**config.mk**
```make
export PLATFORM = sky130hd
export DESIGN_NAME = line_fill_engine
export DESIGN_NICKNAME = d
export VERILOG_FILES = /design/src/rtl/line_fill_pkg.sv /design/src/rtl/lfe_line_buffer.sv /design/src/rtl/line_fill_engine.sv
export SDC_FILE = /design/constraint.sdc
export NUM_CORES = 2
export LEC_CHECK = 0
export ABC_AREA = 1
export CORE_AREA = 5 5 450 452
export DETAILED_ROUTE_END_ITERATION = 10
export DIE_AREA = 0 0 455 457
export PLACE_DENSITY = 0.48
export RECOVER_POWER = 100
export SLEW_MARGIN = 20
export SYNTH_ARGS = -nofsm -noshare
export SYNTH_HDL_FRONTEND = slang
export SYNTH_SLANG_ARGS = --single-unit
```
**constraint.sdc**
```tcl
create_clock -name clk -period 2 [get_ports clk]
set_input_delay 0.2 -clock clk [delete_from_list [all_inputs] [get_ports clk]]
set_output_delay 0.2 -clock clk [all_outputs]
set_load 0.02 [all_outputs]
```
**src/rtl/line_fill_pkg.sv**
```systemverilog
// Shared types and constants for the line fill/writeback engine.
package line_fill_pkg;

    localparam int LINE_BITS     = 512;
    localparam int WORD_BITS     = 32;
    localparam int ADDR_BITS     = 32;
    localparam int LINE_BYTES    = LINE_BITS / 8;
    localparam int OFFSET_BITS   = 6;
    localparam int BEATS         = LINE_BITS / WORD_BITS;
    localparam int BEAT_IDX_BITS = 4;
    localparam int CNT_BITS      = 5;

    typedef enum logic [1:0] {IDLE, WB, FILL, RESP} state_t;

    // Byte address of word idx within the line at base; wraps modulo 2^ADDR_BITS.
    function automatic logic [ADDR_BITS-1:0] beat_addr(input logic [ADDR_BITS-1:0]     base,
                                                       input logic [BEAT_IDX_BITS-1:0] idx);
        return base + ADDR_BITS'({idx, 2'b00});
    endfunction

endpackage

```
**src/rtl/lfe_line_buffer.sv**
```systemverilog
// One cache line of storage: parallel load, indexed word write, indexed word read.
module lfe_line_buffer
    import line_fill_pkg::*;
(
    input  logic                     clk,
    input  logic                     rst_n,
    input  logic                     load,
    input  logic [LINE_BITS-1:0]     load_line,
    input  logic                     wr_en,
    input  logic [BEAT_IDX_BITS-1:0] wr_idx,
    input  logic [WORD_BITS-1:0]     wr_word,
    input  logic [BEAT_IDX_BITS-1:0] rd_idx,
    output logic [WORD_BITS-1:0]     rd_word,
    output logic [LINE_BITS-1:0]     line
);

    logic [BEATS-1:0][WORD_BITS-1:0] words;

    always_ff @(posedge clk or negedge rst_n) begin
        if (!rst_n)
            words <= '0;
        else if (load)
            words <= load_line;
        else if (wr_en)
            words[wr_idx] <= wr_word;
    end

    assign rd_word = words[rd_idx];
    assign line    = words;

endmodule

```
**src/rtl/line_fill_engine.sv**
```systemverilog
// Serialises cache line fills/writebacks into 32-bit memory beats.
// Define LINE_FILL_CWF_EN to issue fills critical-word-first.
module line_fill_engine
    import line_fill_pkg::*;
(
    input  logic                 clk,
    input  logic                 rst_n,
    input  logic                 req_valid,
    output logic                 req_ready,
    input  logic                 req_write,
    input  logic [ADDR_BITS-1:0] req_addr,
    input  logic [LINE_BITS-1:0] req_wdata,
    output logic                 resp_valid,
    output logic [LINE_BITS-1:0] resp_rdata,
    output logic                 mem_valid,
    input  logic                 mem_ready,
    output logic                 mem_we,
    output logic [ADDR_BITS-1:0] mem_addr,
    output logic [WORD_BITS-1:0] mem_wdata,
    input  logic                 mem_rvalid,
    input  logic [WORD_BITS-1:0] mem_rdata
);

    state_t                   state, state_nxt;
    logic                     is_wr;
    logic [ADDR_BITS-1:0]     base;
    logic [BEAT_IDX_BITS-1:0] start, start_nxt, iss_idx, rcv_idx;
    logic [CNT_BITS-1:0]      iss, rcv;
    logic [LINE_BITS-1:0]     rdata_q, line;
    logic [WORD_BITS-1:0]     rd_word;
    logic                     accept, beat_hs, rx;
    logic                     unused_addr_bits;

    assign accept  = req_valid && req_ready;
    assign beat_hs = mem_valid && mem_ready;
    // Stray read data outside a fill is dropped; a fill leaves as the 16th word lands.
    assign rx      = (state == FILL) && mem_rvalid;
    assign iss_idx = start + iss[BEAT_IDX_BITS-1:0];
    assign rcv_idx = start + rcv[BEAT_IDX_BITS-1:0];
    assign unused_addr_bits = ^req_addr[OFFSET_BITS-1:0];

`ifdef LINE_FILL_CWF_EN
    assign start_nxt = req_write ? '0 : req_addr[OFFSET_BITS-1:2];
`else
    assign start_nxt = '0;
`endif

    always_ff @(posedge clk or negedge rst_n) begin
        if (!rst_n)
            state <= IDLE;
        else
            state <= state_nxt;
    end

    always_comb begin
        state_nxt = state;
        case (state)
            IDLE:    if (accept) state_nxt = req_write ? WB : FILL;
            WB:      if (beat_hs && iss == CNT_BITS'(BEATS-1)) state_nxt = RESP;
            FILL:    if (rx && rcv == CNT_BITS'(BEATS-1)) state_nxt = RESP;
            RESP:    state_nxt = IDLE;
            default: state_nxt = IDLE;
        endcase
    end

    always_comb begin
        req_ready  = (state == IDLE);
        resp_valid = (state == RESP);
        resp_rdata = rdata_q;
        mem_valid  = 1'b0;
        mem_we     = 1'b0;
        mem_addr   = '0;
        mem_wdata  = '0;
        case (state)
            WB: begin
                mem_valid = 1'b1;
                mem_we    = 1'b1;
                mem_addr  = beat_addr(base, iss_idx);
                mem_wdata = rd_word;
            end
            FILL: begin
                mem_valid = (iss != CNT_BITS'(BEATS));
                mem_addr  = beat_addr(base, iss_idx);
            end
            // The final word is already in the buffer here; rdata_q keeps it afterwards.
            RESP:    if (!is_wr) resp_rdata = line;
            default: ;
        endcase
    end

    always_ff @(posedge clk or negedge rst_n) begin
        if (!rst_n) begin
            is_wr   <= 1'b0;
            base    <= '0;
            start   <= '0;
            iss     <= '0;
            rcv     <= '0;
            rdata_q <= '0;
        end else begin
            if (accept) begin
                is_wr <= req_write;
                base  <= {req_addr[ADDR_BITS-1:OFFSET_BITS], OFFSET_BITS'(0)};
                start <= start_nxt;
                iss   <= '0;
                rcv   <= '0;
            end else begin
                if (beat_hs) iss <= iss + CNT_BITS'(1);
                if (rx)      rcv <= rcv + CNT_BITS'(1);
            end
            if (state == RESP && !is_wr)
                rdata_q <= line;
        end
    end

    lfe_line_buffer u_buf (
        .clk       (clk),
        .rst_n     (rst_n),
        .load      (accept && req_write),
        .load_line (req_wdata),
        .wr_en     (rx),
        .wr_idx    (rcv_idx),
        .wr_word   (mem_rdata),
        .rd_idx    (iss_idx),
        .rd_word   (rd_word),
        .line      (line)
    );

endmodule

```
==> run summary <==
Dpl ws: -0.7864 ns
Clk Tree Root Cell: clkbuf_16
Xor and xnor area share after synthesis: 0.0001745
Register bit total from synthesis: 1063
Fillers: 19960
Buffers on Ports: 1153
CTS tree: built
Number of flops mapped to enable cells by yosys: 0
Ys Warns: 0
Area occupied by multi-input gates: 0.02100 sq mm
Multiplexer share of the synthesized area: 0
Post-Synth Adder-Cell Area: 0.002991
CP Capture Point: resp_rdata[374]
Synth unique cells: 29
Final Cell Area: 0.08168 sq mm
Die width: 455 um
R2R Setup Slk: -0.44 ns
Clock network latency to the later pin of the worst-skew pair: 0.84 ns
CP Max Fanout: 12
# setup viols final: 1109
Largest family of logic cells by synthesized area: compound AO/OA/AOI/OAI gates
Main synth FF type: dfrtp_1
Synthesized area: 0.05020 sq mm
Clock Tree Buf Depth: 3
VDD IR max: 0.8456 mV
Placed Area: 0.07097 sq mm
DR iter-0 viols: 5887
Register area share after synthesis: 0.5299
Post-Layout Cell Count: 10660
CP max stage delay: 0.62 ns
Post-synth ARST share: 1.000
GP Congestion: 0.9233
Simple-Gate Fraction of Synth Area: 0.1814
Reg-to-Reg Start: state[0]$_DFFE_PN0P_
Failing checks: negative setup slack
Fin crit share: 1.609
Number of buffers created by CTS: 135
Power Dens Cells: 1902 mW/mm^2
Power, Total: 155.4 mW
Total gr overflow: 0
Setup ws final: -1.218 ns
TritonRoute pass-1 iters: 6
Hold WC Path Type: in2reg
CP max-delay cell: o21ai_0
Post-route ant nets: 0
Least-Margin Pin Slew: 1.359 ns
Slew HR: 0.09373
Startpoint type of the worst setup path: register
Tmin final: 3.218 ns
Worst Setup End Kind: output pin
Number of global-route vias before repair: 53190
Share of layout cells above drive strength 1: 0.1943
CP Data Required Time: 1.80 ns
Skew final: 0.03952 ns
Final WL: 322.9 mm
Drt wl/cell: 30.30 um
CP Cell Sequence: ha_4 > nand2_8 > buf_16 > buf_16 > clkbuf_1 > o21ai_0 > buf_4
Top post-synthesis cells by count: nand2_1 (1874), dfrtp_1 (1063), o21ai_0 (1032)
Ports: 1162
Leak Pwr: 37.37 nW
Arr. time, crit path: 3.02 ns
Cells after Synth: 6005
RR Endpoint: u_buf.line[232]$_DFFE_PN0P_
Fin nets: 8447
Leading area contributor after synthesis: dfrtp_1
Count leader, synth: nand2_1
Reg2reg path depth: 11
Top cell type's share of synthesized area: 0.5299
Crit Path Class: reg2out
Status: finished with violations
Largest net degree at the start of global routing: 79
Vias after detailed routing: 54810
Die area: 0.2079 sq mm
Register area: 0.02661 sq mm
Final Slew Violations: 0
Post-DR vias/cell: 5.143
Die Ht: 457 um
Most used cell, CP: buf_16
Row cnt: 164
Synth Area in Compound Gates: 0.1963
Unrepaired setup endpoints after global routing: true
GRT Total Usage: 0.2987
Critical path startpoint: state[0]$_DFFE_PN0P_
Clock Pin Slew Worst Setup and Hold Paths: 0.06 ns
First-pass GRT wire length: 435.6 mm
Max-cap violations: 0
CTS sink cnt: 1063
DRC: 0
CORE AREA: 0.1984 sq mm
FMAX: 310.7 MHz
Initial core utilization: 0.2530
Initial antenna violation count: 67
H-tree depth: 4
Synth top area cells: dfrtp_1 (53%), nand2_1 (14%), o21ai_0 (10%)
Hpwl dp: 245.1 mm
Worst hold slack: 0.04271 ns
Syn-to-layout area delta: 62.71%
Syn avg cell area: 8.360 sq um
Dpl cells: 9940
Hold Violations, Final: 0
stage by stage:
step                      setup TNS (ns)  utilization
after floorplan                        0            -
after global placement           -177.04       0.3577
after detailed placement         -190.91       0.3577
after CTS                        -657.18       0.4090
after global routing             -819.67       0.4116
final                            -685.66       0.4117
cell type report:
type                    count  share of cell area
clock buffers             188             0.04725
repair inverters            1           0.0002451
clock inverters            51            0.009037
repair buffers           2189              0.2906
multi-input cells        3868              0.2570
diodes                     45            0.001379
flip-flops and latches   1063              0.3258
well taps                2656             0.04068
inverters                 595             0.02803
metal layers:
layer	vias up	GRT usage	share of wire
met1	27450	0.4079	0.43
met2	2832	0.4523	0.44
met3	528	0.05938	0.079
li1	24000	-	-
met5	-	0	0.000040
met4	2	0.1434	0.056
state kept, by name (all words and copies together), names as in the netlist:
signal,cells
u_buf.line,512
is_wr,1
base,26
rdata_q,512
state,2
rcv,5
iss,5
kinds of logic after synthesis:
family / after synthesis
buf+inv: 1075
xor+xnor: 1
simple gates: 2269
other cells: 1
fa+ha+maj: 12
flops: 1063
compound gates: 1584
power breakdown:
part	switching [mW]	total (mW)	internal (mW)	leakage, nW
clock	10.7	25.9	15.2	2.25
combinational	58.4	95.0	36.6	21.9
sequential	2.77	34.4	31.6	13.2
how the worst min path moves through the flow:
stage | slack [ns] | cells after the start | startpoint | end
after CTS | 0.0004 | 3 | req_wdata[217] | u_buf.line[217]$_DFFE_PN0P_
after global placement | 0.21 | 1 | rst_n | rdata_q[473]$_DFFE_PN0P_
after floorplan | -0.1 | 0 | rst_n | base[10]$_DFFE_PN0P_
final | 0.04 | 3 | req_wdata[8] | u_buf.line[8]$_DFFE_PN0P_
after detailed placement | 0.21 | 1 | rst_n | rdata_q[473]$_DFFE_PN0P_
after global routing | 0.04 | 3 | req_wdata[27] | u_buf.line[27]$_DFFE_PN0P_
critical path: cells and delay by family (launching register included):
family | cells | cell delay (ns)
DFF | 1 | 0.40
AOI/OAI and AO/OA | 1 | 0.62
buffers and inverters | 4 | 0.86
adders and majority gates | 1 | 0.19
and+or+nand+nor | 1 | 0.09
what timing repair did:
action | 4_1_cts | 5_1_grt
gates cloned | 15 | 7
pin swaps | 43 | 22
hold buffers | 368 | 0
setup buffers | 22 | 23
endpoints found under the setup margin | 1097 | 1098
resized for setup | 670 | 317
endpoints found under the hold margin | 1081 | 0
layout by cell type, fill, tap and decap left out, types with 130 or more instances in the layout:
master and count:
buf_4 482, dlygate4sd2_1 176, nand3_1 208, o221ai_1 512, nand2_1 1744, dlygate4sd3_1 368
buf_12 304, clkbuf_16 144, nand2_2 130, dfrtp_1 1060, inv_1 573, clkdlybuf4s50_1 636
o21ai_0 995
Note: power is estimated with default switching activity, not from simulation.
